File: src/rtl/code_loader.sv
// Code-ROM loader: parses a magic/length framed byte stream, writes the payload
// into code memory and releases the CPU from reset once the image is in place.
module code_loader #(
  parameter int ADDR_WIDTH = 16,
  parameter int BASE_ADDR  = 4,
  parameter int CAPACITY   = 65532
) (
  input  logic                  clk,
  input  logic                  reset,
  input  logic [7:0]            in_data,
  input  logic                  in_valid,
  output logic                  in_ready,
  input  logic                  restart,
  output logic                  mem_we,
  output logic [ADDR_WIDTH-1:0] mem_addr,
  output logic [7:0]            mem_data,
  output logic                  cpu_reset,
  output logic                  done,
  output logic [1:0]            error,
  output logic [31:0]           loaded_len,
  output logic [2:0]            state_dbg
);

  typedef enum logic [2:0] {
    S_MAGIC = 3'd0,
    S_LEN   = 3'd1,
    S_LOAD  = 3'd2,
    S_DONE  = 3'd3,
    S_ERROR = 3'd4
  } state_t;

  localparam logic [ADDR_WIDTH-1:0] BASE       = ADDR_WIDTH'(BASE_ADDR);
  localparam logic [31:0]           CAP        = 32'(CAPACITY);
  localparam logic [31:0]           MAGIC_WORD = 32'h6D73_6100;

  state_t      state, next_state;
  logic [1:0]  idx;
  logic [31:0] len_q;
  logic [31:0] remaining;

  logic        accept;
  logic [7:0]  magic_byte;
  logic [31:0] len_full;
  logic        magic_ok;
  logic        len_last;
  logic        ready_next;

  // Handshake: a byte transfers on a rising edge where in_valid && in_ready,
  // unless restart is high in that cycle (restart wins and the byte is dropped).
  assign accept     = in_valid && in_ready && !restart;
  assign magic_byte = MAGIC_WORD[{idx, 3'b000} +: 8];
  assign magic_ok   = (in_data == magic_byte);
  assign len_full   = {in_data, len_q[31:8]};
  assign len_last   = (idx == 2'd3);
  assign state_dbg  = state;

  always_ff @(posedge clk or posedge reset) begin
    if (reset) begin
      state <= S_MAGIC;
    end else begin
      state <= next_state;
    end
  end

  always_comb begin
    next_state = state;
    if (restart) begin
      next_state = S_MAGIC;
    end else begin
      case (state)
        S_MAGIC: begin
          if (accept) begin
            if (!magic_ok) begin
              next_state = S_ERROR;
            end else if (len_last) begin
              next_state = S_LEN;
            end
          end
        end
        S_LEN: begin
          if (accept && len_last) begin
            if (len_full > CAP) begin
              next_state = S_ERROR;
            end else if (len_full == 32'd0) begin
              next_state = S_DONE;
            end else begin
              next_state = S_LOAD;
            end
          end
        end
        S_LOAD: begin
          if (accept && (remaining == 32'd1)) begin
            next_state = S_DONE;
          end
        end
        default: next_state = state;
      endcase
    end
  end

  assign ready_next = (next_state == S_MAGIC) || (next_state == S_LEN) ||
                      (next_state == S_LOAD);

  always_ff @(posedge clk or posedge reset) begin
    if (reset) begin
      idx        <= 2'd0;
      len_q      <= 32'd0;
      remaining  <= 32'd0;
      loaded_len <= 32'd0;
      in_ready   <= 1'b0;
      mem_we     <= 1'b0;
      mem_addr   <= BASE;
      mem_data   <= 8'd0;
      cpu_reset  <= 1'b1;
      done       <= 1'b0;
      error      <= 2'd0;
    end else if (restart) begin
      idx        <= 2'd0;
      len_q      <= 32'd0;
      remaining  <= 32'd0;
      loaded_len <= 32'd0;
      in_ready   <= ready_next;
      mem_we     <= 1'b0;
      cpu_reset  <= 1'b1;
      done       <= 1'b0;
      error      <= 2'd0;
    end else begin
      in_ready <= ready_next;
      mem_we   <= 1'b0;
      // done trails DONE entry by one cycle so the final write lands first
      done      <= (state == S_DONE);
      cpu_reset <= (state != S_DONE);
      case (state)
        S_MAGIC: begin
          if (accept) begin
            if (magic_ok) begin
              idx <= idx + 2'd1;
            end else begin
              error <= 2'd1;
            end
          end
        end
        S_LEN: begin
          if (accept) begin
            len_q <= len_full;
            idx   <= idx + 2'd1;
            if (len_last) begin
              remaining <= len_full;
              if (len_full > CAP) begin
                error <= 2'd2;
              end
            end
          end
        end
        S_LOAD: begin
          if (accept) begin
            mem_we     <= 1'b1;
            mem_data   <= in_data;
            mem_addr   <= BASE + loaded_len[ADDR_WIDTH-1:0];
            loaded_len <= loaded_len + 32'd1;
            remaining  <= remaining - 32'd1;
          end
        end
        default: begin
        end
      endcase
    end
  end

endmodule

File: config.mk
export PLATFORM = sky130hd
export DESIGN_NAME = code_loader
export DESIGN_NICKNAME = d
export VERILOG_FILES = /design/src/rtl/code_loader.sv
export SDC_FILE = /design/constraint.sdc
export NUM_CORES = 1
export LEC_CHECK = 0
export ABC_AREA = 1
export CAP_MARGIN = 20
export CORE_UTILIZATION = 45
export CTS_CLUSTER_DIAMETER = 80
export CTS_CLUSTER_SIZE = 24
export DETAILED_ROUTE_END_ITERATION = 8
export GPL_TIMING_DRIVEN = 0
export PLACE_DENSITY = 0.69
export SYNTH_ARGS = -nofsm -noshare
export SYNTH_HDL_FRONTEND = slang
export SYNTH_SLANG_ARGS = --single-unit
File: constraint.sdc
create_clock -name clk -period 3.9 [get_ports clk]
set_input_delay 0.78 -clock clk [delete_from_list [all_inputs] [get_ports clk]]
set_output_delay 0.78 -clock clk [all_outputs]
set_load 0.02 [all_outputs]
# [After elaboration in Yosys (flattened, before gate mapping)]
# Cells that the tools add are included.
[totals] reg_bits=131 in_bits=12 output_inout_bits=65 elab_cells=93
[classes] add_sub_neg=4 n_lt_le_gt_ge=1 eq_ne=16 shifts=1 mux=37 bitwise=1 reduce_logical=21
[op_table] operator="$mux 32" count=10
[op_table] operator="$pmux 32 s2" count=1
[op_table] operator="$add 32x1->32 const B" count=1
[op_table] operator="$eq 32x1->1 const B" count=1
[op_table] operator="$gt 32x16->1 const B" count=1
[op_table] operator="$logic_not 32->1" count=1
[op_table] operator="$shiftx 32x6->8 const A" count=1
[op_table] operator="$sub 32x1->32 const B" count=1
[op_table] operator="$mux 3" count=7
[op_table] operator="$ne 3x3->1 const B" count=7
[op_table] operator="$mux 2" count=10
[op_table] operator="$add 3x16->16 const A" count=1
[op_table] operator="$eq 3x2->1 const B" count=3
[op_table] operator="$pmux 3 s3" count=1
[op_table] operator="$eq 8x8->1" count=1
[op_table] operator="$pmux 2 s2" count=2
[op_table] operator="$reduce_and 4->1" count=2
[op_table] operator="$eq 3x1->1 const B" count=2
[op_table] operator="$logic_not 3->1" count=2
[op_table] operator="$mux 1" count=6
[op_table] operator="$reduce_and 6->1" count=1
[op_table] operator="$reduce_bool 2->1" count=3
[op_table] operator="$reduce_bool 3->1" count=2
[op_table] operator="$logic_and 1x1->1" count=4
[op_table] operator="8 further kinds" count=10

# [Depth between registers and ports, before layout]
# Gate-level depths: netlist of run 1.
[depth] depth_word=9 mapped_depth=13 ltp_nobuf=13

# [Worst setup path before layout of run 1]
# Ideal clock, no wire load.
[synth_timing] path_kind="input to register" from="input restart" to="register mem_addr[10]" setup_ns=0.121 arrival_time_ns=1.783 t_required_ns=3.779 path_slack_ns=1.996 cell_stages=7 path_buffers=2 cell_sequence="buf_2 > inv_2 > nand3_4 > nor2_2 > inv_2 > clkbuf_1 > a22o_1"
[synth_via] elab_chain_cells=3 word_cells_on_any_way=4 classes_between="bitwise: 1; reduce/logical: 3"
[synth_lines] element="from (decl)" line_no="13" source="input logic restart,"
[synth_lines] element="$logic_not 1->1" line_no="50" source="assign accept = in_valid && in_ready && !restart;"
[synth_lines] element="$logic_and 1x1->1" line_no="50"
[synth_lines] element="$reduce_and 3->1 (no source line) *"
[synth_lines] element="to (signal assigned)" line_no="159" source="mem_addr <= BASE + loaded_len[ADDR_WIDTH-1:0];"
[synth_lines] element="to (decl)" line_no="15" source="output logic [ADDR_WIDTH-1:0] mem_addr,"
# Every way passes the cells marked *; elsewhere a longest branch is shown, timed or not.
# A chain may end at the register's enable or synchronous reset.

# [Worst setup path after layout of run 1]
# Same ends and word-level chain as after synthesis.

==> reports/metrics.sh, run 1 <==
CRITPATHREQUIREDTIME_NS=4.22
SWITCHING_SHARE_PCT=25.6
GRT_ANTENNA_BEFORE_REPAIR=0
YOSYSSEQAREASHARE_PCT=43.7
CLOCK_POWER_SHARE_PCT=49.9
SYNTH-SEQ-CELLS=123
MAX-CAP-VIOLATIONS=0
END_KIND='flop'
POST_CTS_SIZING_COUNT=0
SEQ_POWER_SHARE_PCT=42.1
PATH_MAX_FANOUT=10
MIN_PERIOD_OVER_PERIOD_PCT=63.0
GRT_START_MAX_NET_PINS=34
SYNTH-EDFF-COUNT=0
GRT_FIRST_PASS_WIRELENGTH_UM=33800
SHARE_OF_POWER_BURNED_IN_COMBINATIONAL_LOGIC_PCT=8.0
MIN_PATH_CELLS=2
P_PER_AREA_mW_PER_MM2=358
SYNTH.NET_COUNT=981
PORT_BUFFERS=76
INTERNAL_POWER_mW=2.33
HOLD_VIOL_FINAL=0
FINAL_ANTENNA_NET_COUNT=0
OVERALL_DIE_AREA_MM2=0.0162
TIMING.RR.START='loaded_len[2]'
CTS-ROOT-BUF='sky130_fd_sc_hd__clkbuf_16'
SYNTH_AREA_PER_CELL_UM2=7.33
SETUP_VIOL=0
DETAILROUTE.VIA_COUNT=6832
SETUP_TOTAL_NEGATIVE_SLACK_NS=0
DESIGN.FINAL.NETS=1080
FMAX_MHz=407
RR_WORST_DEPTH=10
CLOCK-SKEW-FINAL_NS=0.00611
POST_SYNTH_INST_COUNT=962
VIA_COUNT_OF_THE_FIRST_GLOBAL_ROUTING_PASS=6634
SHARE_OF_POST_ROUTE_CELLS_WITH_DRIVE_STRENGTH_ABOVE_1_PCT=7.64
CP.ARRIVAL_NS=2.78
UNREPAIRED_SETUP_ENDPOINTS_AFTER_GLOBAL_ROUTING='no'
HTREE_NUM_LEVELS=4
GP_CONGESTION=0.977
VIA_PER_INSTANCE_RATIO=5.32
DRT_PRE_ANTENNA_ITERS=5
STARTPOINT_TO_ENDPOINT_CLASS_OF_THE_CRITICAL_PATH='in2reg'
PIN_SLEW_WITH_THE_LEAST_HEADROOM_TO_ITS_LIMIT_NS=0.606
STATUS='finished clean'
CTS_HOLD_BUFFERS=0
TIMING.HOLD.WORST.CLASS='reg2reg'
SLEW_VIOLATIONS=0
MIN_TO='mem_addr[3]'
WORSTHOLDSTART='mem_addr[3]'
LEAKAGE_POWER_nW=3.91
SYN_AREA_MM2=0.00706
CRIT_PATH_START_KIND='input port'
ANTENNA_CELLS=0
ROUTEDWLPERCELL_UM=16.3
SYNTH-ASYNC-RESET-RATIO_PCT=100
AREA_GROWTH_PCT=23.9
GLOBALROUTETOTALUTIL_PCT=27.4
FP-ROW-COUNT=45
CLOCK_SINKS=123
PERIOD_MINUS_SLACK_NS=2.46
RR_ENDPOINT='loaded_len[20]'
SYNTH_CELL_TYPES=46
DIE_WIDTH_UM=127
OVERFLOW=0
CLK_SLEW_ON_WORST_S_H_PATHS_NS=0.06
REG2REG_SETUP_SLACK_NS=1.79
POSTCTSSETUPBUFFERS=0
STARTING_UTILIZATION_OF_THE_CORE_AREA_PCT=46.2
DPL.HPWL_UM=15500
CTS-ROOT-TO-SINK-BUFFERS=2
IR_WORST_VDD_mV=0.318
FLOORPLAN.CORE_AREA_MM2=0.0153
TRITONCTS='done'
CLOCK_INSERTION_DELAY_WORST_SKEW_NS=0.43
FINAL.HOLD.WORST_SLACK_NS=0.477
POWER.NET_SWITCHING_mW=0.804
FIRST_ITER_VIOLATIONS=585
YOSYS_WARNINGS=0
YS_DOMINANT_REG_CELL='sky130_fd_sc_hd__dfrtp_1'
RELSLEWSLACK_PCT=59.6
DRCVIOLATIONCOUNT=0
CTS_BUFFERS=17
DIE_HEIGHT_UM=127
TOP_LEVEL_PORTS=77
ROUTED_WL_UM=21000
Yosys cell counts (2+ instances only):
cell | n | share of area (%)
sky130_fd_sc_hd__nand2_1 | 208 | 11
sky130_fd_sc_hd__nor2_1 | 143 | 7.6
sky130_fd_sc_hd__inv_1 | 122 | 6.5
sky130_fd_sc_hd__dfrtp_1 | 121 | 43
sky130_fd_sc_hd__o21ai_0 | 89 | 6.3
sky130_fd_sc_hd__nand3_1 | 43 | 3.1
sky130_fd_sc_hd__a21oi_1 | 42 | 3.0
sky130_fd_sc_hd__nand4_1 | 27 | 2.4
sky130_fd_sc_hd__o22ai_1 | 23 | 2.0
sky130_fd_sc_hd__xor2_1 | 20 | 2.5
sky130_fd_sc_hd__o21ai_1 | 17 | 1.2
sky130_fd_sc_hd__nor3_1 | 14 | 0.99
sky130_fd_sc_hd__clkbuf_1 | 11 | 0.59
sky130_fd_sc_hd__buf_2 | 10 | 0.71
sky130_fd_sc_hd__nor2_2 | 8 | 0.71
sky130_fd_sc_hd__ha_1 | 7 | 1.2
sky130_fd_sc_hd__nor2_4 | 6 | 0.96
sky130_fd_sc_hd__a31oi_1 | 4 | 0.35
sky130_fd_sc_hd__inv_2 | 4 | 0.21
sky130_fd_sc_hd__nand2_2 | 4 | 0.35
sky130_fd_sc_hd__o211ai_1 | 4 | 0.43
sky130_fd_sc_hd__buf_6 | 2 | 0.32
sky130_fd_sc_hd__clkinv_1 | 2 | 0.11
sky130_fd_sc_hd__dfstp_2 | 2 | 0.74
sky130_fd_sc_hd__nand3_4 | 2 | 0.50
sky130_fd_sc_hd__nand3b_1 | 2 | 0.21
sky130_fd_sc_hd__nor3_2 | 2 | 0.28
sky130_fd_sc_hd__nor3b_1 | 2 | 0.21
sky130_fd_sc_hd__nor4_1 | 2 | 0.18
sky130_fd_sc_hd__o21a_1 | 2 | 0.21
sky130_fd_sc_hd__xnor2_1 | 2 | 0.25
stage by stage:
stage	cell area (um^2)	utilization, %	cells	setup slack (ns)	power [mW]
floorplan	7060	-	962	1.61	1.50
global placement	8080	53.0	1249	0.356	1.58
detailed placement	8160	53.5	1253	1.03	1.59
CTS	8740	57.3	1285	1.45	3.15
global route	8740	57.3	1285	1.35	3.25
finish	8740	57.3	1285	1.44	3.13
layout make-up:
type	instances	area [um^2]
clock buffer	18	429
clock inverter	14	150
timing repair buffer	80	841
buffer	24	121
inverter	129	490
sequential	123	3080
fill	1422	6520
multi-input combinational	686	3370
tap	211	264
logic make-up after synthesis:
family	count (synthesis)	synth area share, %
adder cells (fa/ha/maj)	7	1.24
XOR/XNOR	22	2.73
buffers and inverters	153	8.62
AO/OA/AOI/OAI	188	14.4
AND/OR/NAND/NOR	469	29.4
flip-flops	123	43.7
placed cells by master (no fill, tap or decap), types with 2 or more instances in the layout:
cell / n
sky130_fd_sc_hd__nand3b_1: 2
sky130_fd_sc_hd__a31oi_1: 4
sky130_fd_sc_hd__clkdlybuf4s50_1: 76
sky130_fd_sc_hd__inv_2: 4
sky130_fd_sc_hd__clkinv_4: 6
sky130_fd_sc_hd__dfstp_2: 2
sky130_fd_sc_hd__nand3_1: 43
sky130_fd_sc_hd__dfrtp_1: 121
sky130_fd_sc_hd__o21ai_0: 89
sky130_fd_sc_hd__nor3_2: 2
sky130_fd_sc_hd__nor3b_1: 2
sky130_fd_sc_hd__nor4_1: 2
sky130_fd_sc_hd__clkinvlp_4: 4
sky130_fd_sc_hd__o22ai_1: 23
sky130_fd_sc_hd__nand3_4: 2
sky130_fd_sc_hd__inv_1: 121
sky130_fd_sc_hd__nand2_1: 208
sky130_fd_sc_hd__nand2_2: 4
sky130_fd_sc_hd__buf_12: 4
sky130_fd_sc_hd__ha_1: 7
sky130_fd_sc_hd__o21ai_1: 17
sky130_fd_sc_hd__nor3_1: 14
sky130_fd_sc_hd__nand4_1: 27
sky130_fd_sc_hd__nor2_1: 143
sky130_fd_sc_hd__a21oi_1: 42
sky130_fd_sc_hd__clkinv_1: 2
sky130_fd_sc_hd__xor2_1: 20
sky130_fd_sc_hd__nor2_2: 8
sky130_fd_sc_hd__xnor2_1: 2
sky130_fd_sc_hd__buf_2: 10
sky130_fd_sc_hd__clkinv_2: 3
sky130_fd_sc_hd__clkbuf_16: 17
sky130_fd_sc_hd__o21a_1: 2
sky130_fd_sc_hd__bufinv_16: 2
sky130_fd_sc_hd__nor2_4: 6
sky130_fd_sc_hd__buf_6: 2
sky130_fd_sc_hd__clkbuf_1: 12
sky130_fd_sc_hd__o211ai_1: 4
per-layer routing:
metal  track usage (%)  share of wire (%)  up-vias
li1                  -                  -     3333
met1              34.0                 43     3246
met2              46.1                 48      210
met3              6.45                5.8       43
met4              11.3                3.4        0
met5                 0                  0        -
worst max-delay path, stage by stage:
cell	delay, ns
sky130_fd_sc_hd__clkdlybuf4s50_1	0.46
sky130_fd_sc_hd__buf_2	0.22
sky130_fd_sc_hd__inv_2	0.13
sky130_fd_sc_hd__nand3_4	0.12
sky130_fd_sc_hd__nor2_2	0.40
sky130_fd_sc_hd__inv_2	0.10
sky130_fd_sc_hd__clkbuf_1	0.25
sky130_fd_sc_hd__a22o_1	0.29
power groups by stage:
stage,logic (mW),clock network [mW],registers (mW)
finish,0.252,1.56,1.32
global route,0.282,1.64,1.32
CTS,0.254,1.57,1.32
detailed placement,0.252,0,1.34
global placement,0.239,0,1.34
floorplan,0.149,0,1.35
sequential cells by signal, indices dropped and copies added, names as in the netlist:
signal / cells
mem_addr: 16
mem_we: 1
done: 1
mem_data: 8
remaining: 32
error: 2
len_q: 24
state_dbg: 3
in_ready: 1
idx: 2
cpu_reset: 1
loaded_len: 32
how the worst max path moves through the flow:
stage	start	endpoint	slack [ns]
2_1_floorplan	reset	done	1.61
3_3_place_gp	reset	loaded_len[29]	0.36
3_5_place_dp	restart	mem_addr[10]	1.03
4_1_cts	restart	mem_addr[10]	1.45
5_1_grt	restart	loaded_len[0]	1.35
6_report	restart	mem_addr[10]	1.44
Note: power is estimated with default switching activity, not from simulation.
==> run 2, diff against run 1 <==
- PLACE_DENSITY: 0.69 -> 0.66
- clock period: 3.9 -> 2.3 ns (I/O delays scaled with it)
==> run 2 against run 1 <==
Clock skew rose by 0.0033 ns. Power grew 78%. Combinational power grew 68%. Routed wire length up 1.7%. Register-to-register slack lost 1.5 ns. Worst hold slack lost 0.068 ns. Clock-buffer cell count stayed put. Global-route usage rose by 0.074 points. Final cell count is essentially flat. Setup slack got worse by 1.3 ns.
==> reports/metrics.sh, run 2 (synthesized netlist as in run 1, its figures left out) <==
STATUS='finished clean'
CTS-ROOT-TO-SINK-BUFFERS=2
DIE_WIDTH_UM=127
VIA_COUNT_OF_THE_FIRST_GLOBAL_ROUTING_PASS=6577
ROUTEDWLPERCELL_UM=16.6
REG_TOP3='loaded_len (32), remaining (32), len_q (24)'
GLOBALROUTETOTALUTIL_PCT=27.5
END_KIND='flop'
SETUP_VIOL=0
P_PER_AREA_mW_PER_MM2=635
CLOCK_SINKS=123
PIN_SLEW_WITH_THE_LEAST_HEADROOM_TO_ITS_LIMIT_NS=0.647
SHARE_OF_POST_ROUTE_CELLS_WITH_DRIVE_STRENGTH_ABOVE_1_PCT=7.74
GRT_FIRST_PASS_WIRELENGTH_UM=34100
OVERFLOW=0
PATH_MAX_FANOUT=10
MOST_REPEATED_LIBRARY_CELL_ON_THE_CRITICAL_PATH='sky130_fd_sc_hd__nand3_1'
HTREE_NUM_LEVELS=4
TRITONCTS='done'
DESIGN.FINAL.NETS=1079
FINAL_UTIL_PCT=57.5
GP_CONGESTION=0.895
PORT_BUFFERS=76
AREA_GROWTH_PCT=24.4
CTS-ROOT-BUF='sky130_fd_sc_hd__clkbuf_16'
FP-ROW-COUNT=45
UNREPAIRED_SETUP_ENDPOINTS_AFTER_GLOBAL_ROUTING='no'
IR_WORST_VDD_mV=0.576
OVERALL_DIE_AREA_MM2=0.0162
CLK_SLEW_ON_WORST_S_H_PATHS_NS=0.06
FINAL_ANTENNA_NET_COUNT=0
LEAKAGE_POWER_nW=3.93
SLEW_VIOLATIONS=0
CLOCK_INSERTION_DELAY_WORST_SKEW_NS=0.43
MOSTFREQUENTLAYOUTCELLS='208 x sky130_fd_sc_hd__nand2_1, 143 x sky130_fd_sc_hd__nor2_1, 121 x sky130_fd_sc_hd__inv_1, 120 x sky130_fd_sc_hd__dfrtp_1, 89 x sky130_fd_sc_hd__o21ai_0'
INTERNAL_POWER_mW=4.20
PERIOD_MINUS_SLACK_NS=2.12
TIMING.HOLD.WORST.CLASS='in2async'
CP.ARRIVAL_NS=2.43
HOLD_VIOL_FINAL=0
FINAL.HOLD.WORST_SLACK_NS=0.409
TOP_LEVEL_PORTS=77
POSTCTSSETUPBUFFERS=0
SEQ_POWER_SHARE_PCT=40.2
STARTING_UTILIZATION_OF_THE_CORE_AREA_PCT=46.2
CLOCK_POWER_SHARE_PCT=52.2
CRIT_PATH_CELL_TRACE='clkdlybuf4s50_1, buf_2, inv_2, nand3_4, nor2_2, nand3_1, nor2_1, nor2_1, nand3_1, nand3_1, nand2_1, inv_1'
FLOORPLAN.CORE_AREA_MM2=0.0153
CLOCK-SKEW-FINAL_NS=0.00945
RR_WORST_DEPTH=10
SETUP_TOTAL_NEGATIVE_SLACK_NS=0
VIA_PER_INSTANCE_RATIO=5.36
DRCVIOLATIONCOUNT=0
POWER.NET_SWITCHING_mW=1.37
RR_ENDPOINT='loaded_len[20]'
FMAX_MHz=472
DPL.HPWL_UM=15800
PLACE_WS_NS=-0.228
CTS_HOLD_BUFFERS=0
DETAILROUTE.VIA_COUNT=6877
REG2REG_SETUP_SLACK_NS=0.28
MIN_PERIOD_OVER_PERIOD_PCT=92.0
ROUTED_WL_UM=21300
DIE_HEIGHT_UM=127
CRITICAL_PATH.MAX_STAGE_DELAY_NS=0.45
ANTENNA_CELLS=0
STARTPOINT_TO_ENDPOINT_CLASS_OF_THE_CRITICAL_PATH='in2reg'
MAX-CAP-VIOLATIONS=0
SWITCHING_SHARE_PCT=24.7
DRT_PRE_ANTENNA_ITERS=5
TIMING.RR.START='loaded_len[2]'
GRT_ANTENNA_BEFORE_REPAIR=0
RELSLEWSLACK_PCT=56.8
CTS_BUFFERS=17
CRIT_PATH_START_KIND='input port'
CPMAXSTAGEDELAYCELL='sky130_fd_sc_hd__clkdlybuf4s50_1'
SHARE_OF_POWER_BURNED_IN_COMBINATIONAL_LOGIC_PCT=7.6
SETUP_WS_NS=0.183
GRT_START_MAX_NET_PINS=42
MOSTFREQUENTLAYOUTCELL='sky130_fd_sc_hd__nand2_1'
FIRST_ITER_VIOLATIONS=561
CRITPATHREQUIREDTIME_NS=2.62
run 2: changes by cell type in the layout (fill, tap and decap cells not counted):
cell	change
sky130_fd_sc_hd__bufinv_16	+2
sky130_fd_sc_hd__clkbuf_1	-1
sky130_fd_sc_hd__buf_12	-1
sky130_fd_sc_hd__inv_6	+2
sky130_fd_sc_hd__clkinv_4	-4
sky130_fd_sc_hd__dfrtp_1	-1
sky130_fd_sc_hd__dfrtp_2	+1
sky130_fd_sc_hd__clkbuf_8	+1
run 2: worst max-delay path by stage:
stage,cells past startpoint,start,end
floorplan,1,reset,done
global placement,2,reset,loaded_len[24]
detailed placement,12,restart,in_ready
CTS,10,loaded_len[2],loaded_len[20]
global route,10,loaded_len[2],loaded_len[20]
finish,12,restart,in_ready
run 2: critical path, delay by kind of cell:
family,cells,cell delay [ns]
and+or+nand+nor,8,1.10
buffers and inverters,4,0.85
run 2: area by class of cell:
class | count | area, um^2
Clock inverter | 14 | 193
Tap cell | 211 | 264
Sequential cell | 123 | 3080
Multi-Input combinational cell | 686 | 3370
Inverter | 129 | 490
Fill cell | 1418 | 6480
Buffer | 24 | 121
Timing Repair Buffer | 79 | 821
Clock buffer | 18 | 439
run 2: stage by stage:
stage               power, mW  instance area [um^2]  cells
floorplan                2.54                  7060    962
global placement         2.68                  8080   1249
detailed placement       2.70                  8140   1252
CTS                      5.59                  8780   1284
global route             5.74                  8780   1284
finish                   5.57                  8780   1284
run 2: power by group through the flow:
stage | registers [mW] | clock network (mW) | logic [mW]
6_report | 2.24 | 2.91 | 0.424
5_1_grt | 2.24 | 3.03 | 0.471
4_1_cts | 2.24 | 2.93 | 0.426
3_5_place_dp | 2.27 | 0 | 0.424
3_3_place_gp | 2.27 | 0 | 0.406
2_1_floorplan | 2.29 | 0 | 0.252
run 2: metal layers:
metal  track usage [%]  wire (um)  up-vias
met5                 0          0        -
met2              45.2      10100      261
li1                  -          -     3335
met1              36.0       9550     3240
met4              10.3        510        0
met3              5.23       1180       41
run 2: repair_timing:
action,4_1_cts,5_1_grt
setup endpoints to repair,0,1
hold endpoints to repair,0,0
resized for setup,0,1
==> run 3, diff against run 2 <==
- CORE_MARGIN: not set -> 2
- CORE_UTILIZATION: 45 -> 57
- PLACE_DENSITY: 0.66 -> 0.8
==> run 3 against run 2 <==
Final cell count down 3.4%. Clock skew down 0.0024 ns. Global-route usage up 4.5 points. Sequential power about the same. Combinational power down 2%. First-iteration DRC count down 9.6%. Sequential share of layout area up 0.47 points. Clock power down 8.6%. Setup slack better by 0.032 ns. Critical path type unchanged. Clock-buffer cell count unchanged. Critical path depth down 4. Critical endpoint is now mem_addr[10]. Highest routed layer unchanged.
==> reports/metrics.sh, run 3 (synthesized netlist as in run 1, its figures left out) <==
CTS-ROOT-BUF='sky130_fd_sc_hd__clkbuf_16'
LAYOUT.CELLS.NON_FILLER=1240
UNREPAIRED_SETUP_ENDPOINTS_AFTER_GLOBAL_ROUTING='no'
PERIOD_MINUS_SLACK_NS=2.09
PLACEMENT.CELL_AREA_MM2=0.00807
CTS_BUFFERS=17
STARTPOINT_TO_ENDPOINT_CLASS_OF_THE_CRITICAL_PATH='in2reg'
DPL.HPWL_UM=14800
TIMING.RR.START='loaded_len[2]'
FMAX_MHz=480
END_KIND='flop'
DRT_PRE_ANTENNA_ITERS=6
FLOORPLAN.CORE_AREA_MM2=0.0121
DESIGN.FINAL.NETS=1078
GRT_START_MAX_NET_PINS=44
SETUP_TOTAL_NEGATIVE_SLACK_NS=0
MOST_REPEATED_LIBRARY_CELL_ON_THE_CRITICAL_PATH='sky130_fd_sc_hd__inv_2'
HOLD_VIOL_FINAL=0
CRIT_FAMILY='buffers and inverters'
OVERFLOW=0
ROUTED_WL_UM=20300
FP-ROW-COUNT=40
GRT_ANTENNA_BEFORE_REPAIR=0
RR_WORST_DEPTH=10
ROUTEDWLPERCELL_UM=16.4
FINAL_ANTENNA_NET_COUNT=0
REG_TOP3='loaded_len (32), remaining (32), len_q (24)'
MOSTFREQUENTLAYOUTCELL='sky130_fd_sc_hd__nand2_1'
POST_CTS_SIZING_COUNT=0
MIN_PATH_CELLS=2
CTS-ROOT-TO-SINK-BUFFERS=2
HTREE_NUM_LEVELS=4
CRIT_PATH_START_KIND='input port'
TOP_LEVEL_PORTS=77
DETAILROUTE.VIA_COUNT=7004
RR_ENDPOINT='loaded_len[20]'
POST-PLACE-CELLS=1208
AREA_GROWTH_PCT=22.7
CRITICAL_PATH_BUF_INV_COUNT=5
FILLERINSTANCES=949
CLOCK_SINKS=123
STATUS='finished clean'
OVERALL_DIE_AREA_MM2=0.0133
DRCVIOLATIONCOUNT=0
IR_WORST_VDD_mV=0.486
POSTCTSSETUPBUFFERS=0
TRITONCTS='done'
MAX-CAP-VIOLATIONS=0
CP.ARRIVAL_NS=2.40
ANTENNA_CELLS=0
LEAKAGE_POWER_nW=3.89
FINAL_UTIL_PCT=71.8
FINAL.HOLD.WORST_SLACK_NS=0.469
MIN_PERIOD_OVER_PERIOD_PCT=90.7
CRITPATHREQUIREDTIME_NS=2.61
PORT_BUFFERS=76
DIE_WIDTH_UM=115
GLOBALROUTETOTALUTIL_PCT=32.0
WORSTHOLDSTART='mem_addr[3]'
MULTI_INPUT_AREA_MM2=0.00337
TIMING.HOLD.WORST.CLASS='reg2reg'
PATH_MAX_FANOUT=10
SLEW_VIOLATIONS=0
STARTING_UTILIZATION_OF_THE_CORE_AREA_PCT=58.5
RELSLEWSLACK_PCT=39.2
MIN_TO='mem_addr[3]'
SEQUENTIAL_CELL_AREA_MM2=0.00308
PLACE_WS_NS=-0.173
SHARE_OF_POST_ROUTE_CELLS_WITH_DRIVE_STRENGTH_ABOVE_1_PCT=7.56
MOSTFREQUENTLAYOUTCELLS='208 x sky130_fd_sc_hd__nand2_1, 143 x sky130_fd_sc_hd__nor2_1, 121 x sky130_fd_sc_hd__inv_1, 121 x sky130_fd_sc_hd__dfrtp_1, 89 x sky130_fd_sc_hd__o21ai_0'
VIA_COUNT_OF_THE_FIRST_GLOBAL_ROUTING_PASS=6599
CTS_HOLD_BUFFERS=0
SETUP_WS_NS=0.215
SETUP_VIOL=0
REG2REG_SETUP_SLACK_NS=0.25
CPMAXSTAGEDELAYCELL='sky130_fd_sc_hd__clkdlybuf4s50_1'
FIRST_ITER_VIOLATIONS=507
VIA_PER_INSTANCE_RATIO=5.65
GRT_FIRST_PASS_WIRELENGTH_UM=32700
CLOCK-SKEW-FINAL_NS=0.00707
POWER.TOTAL_mW=5.31
CLK_SLEW_ON_WORST_S_H_PATHS_NS=0.06
CLOCK_INSERTION_DELAY_WORST_SKEW_NS=0.43
P_PER_AREA_mW_PER_MM2=613
GP_CONGESTION=0.943
DIE_HEIGHT_UM=115
FINALINSTANCEAREA_MM2=0.00866
CRITICAL_PATH.MAX_STAGE_DELAY_NS=0.44
CRIT_PATH_CELL_TRACE='clkdlybuf4s50_1, buf_2, inv_2, nand3_4, nor2_2, inv_2, clkbuf_1, a22o_1'
PIN_SLEW_WITH_THE_LEAST_HEADROOM_TO_ITS_LIMIT_NS=0.910
-- run 3: cell count changes in the layout (fill, tap and decap cells not counted), sizes merged --
cell | before | now
clkinvlp | 4 | 6
buf | 16 | 15
inv | 128 | 127
clkinv | 7 | 8
bufinv | 4 | 2
-- run 3: cell type report --
type / instances / share of cell area, %
multi-input cells: 686 / 38.9
flip-flops and latches: 123 / 35.6
repair buffers: 78 / 9.25
inverters: 129 / 5.67
clock buffers: 18 / 5.07
well taps: 168 / 2.43
clock inverters: 14 / 1.71
plain buffers: 24 / 1.40
-- run 3: worst max-delay path by stage --
stage	startpoint	end	slack, ns	depth (start not counted)
after detailed placement	restart	in_ready	-0.17	12
after floorplan	reset	done	0.33	1
after CTS	loaded_len[2]	loaded_len[2]	0.23	1
after global routing	loaded_len[2]	loaded_len[20]	0.05	10
final	restart	mem_addr[10]	0.21	8
after global placement	reset	loaded_len[25]	-0.82	2
-- run 3: power breakdown --
part	total (mW)	internal, mW	leakage (nW)	switching (mW)
combinational	0.414	0.145	1.92	0.269
sequential	2.24	2.20	1.70	0.0323
clock	2.66	1.62	0.274	1.04
total	5.31	3.97	3.89	1.34
-- run 3: worst min-delay path, stage by stage, from the launching register on --
cell and delay (ns):
sky130_fd_sc_hd__dfrtp_1 0.34, sky130_fd_sc_hd__nand2_1 0.05, sky130_fd_sc_hd__nand2_1 0.04
-- run 3: layer usage --
layer | part of all wire, % | wire length, um | track usage, %
met1 | 43 | 8650 | 40.8
met2 | 47 | 9460 | 51.8
met3 | 5.9 | 1200 | 6.17
met4 | 5.0 | 1020 | 17.3
met5 | 0 | 0 | 0
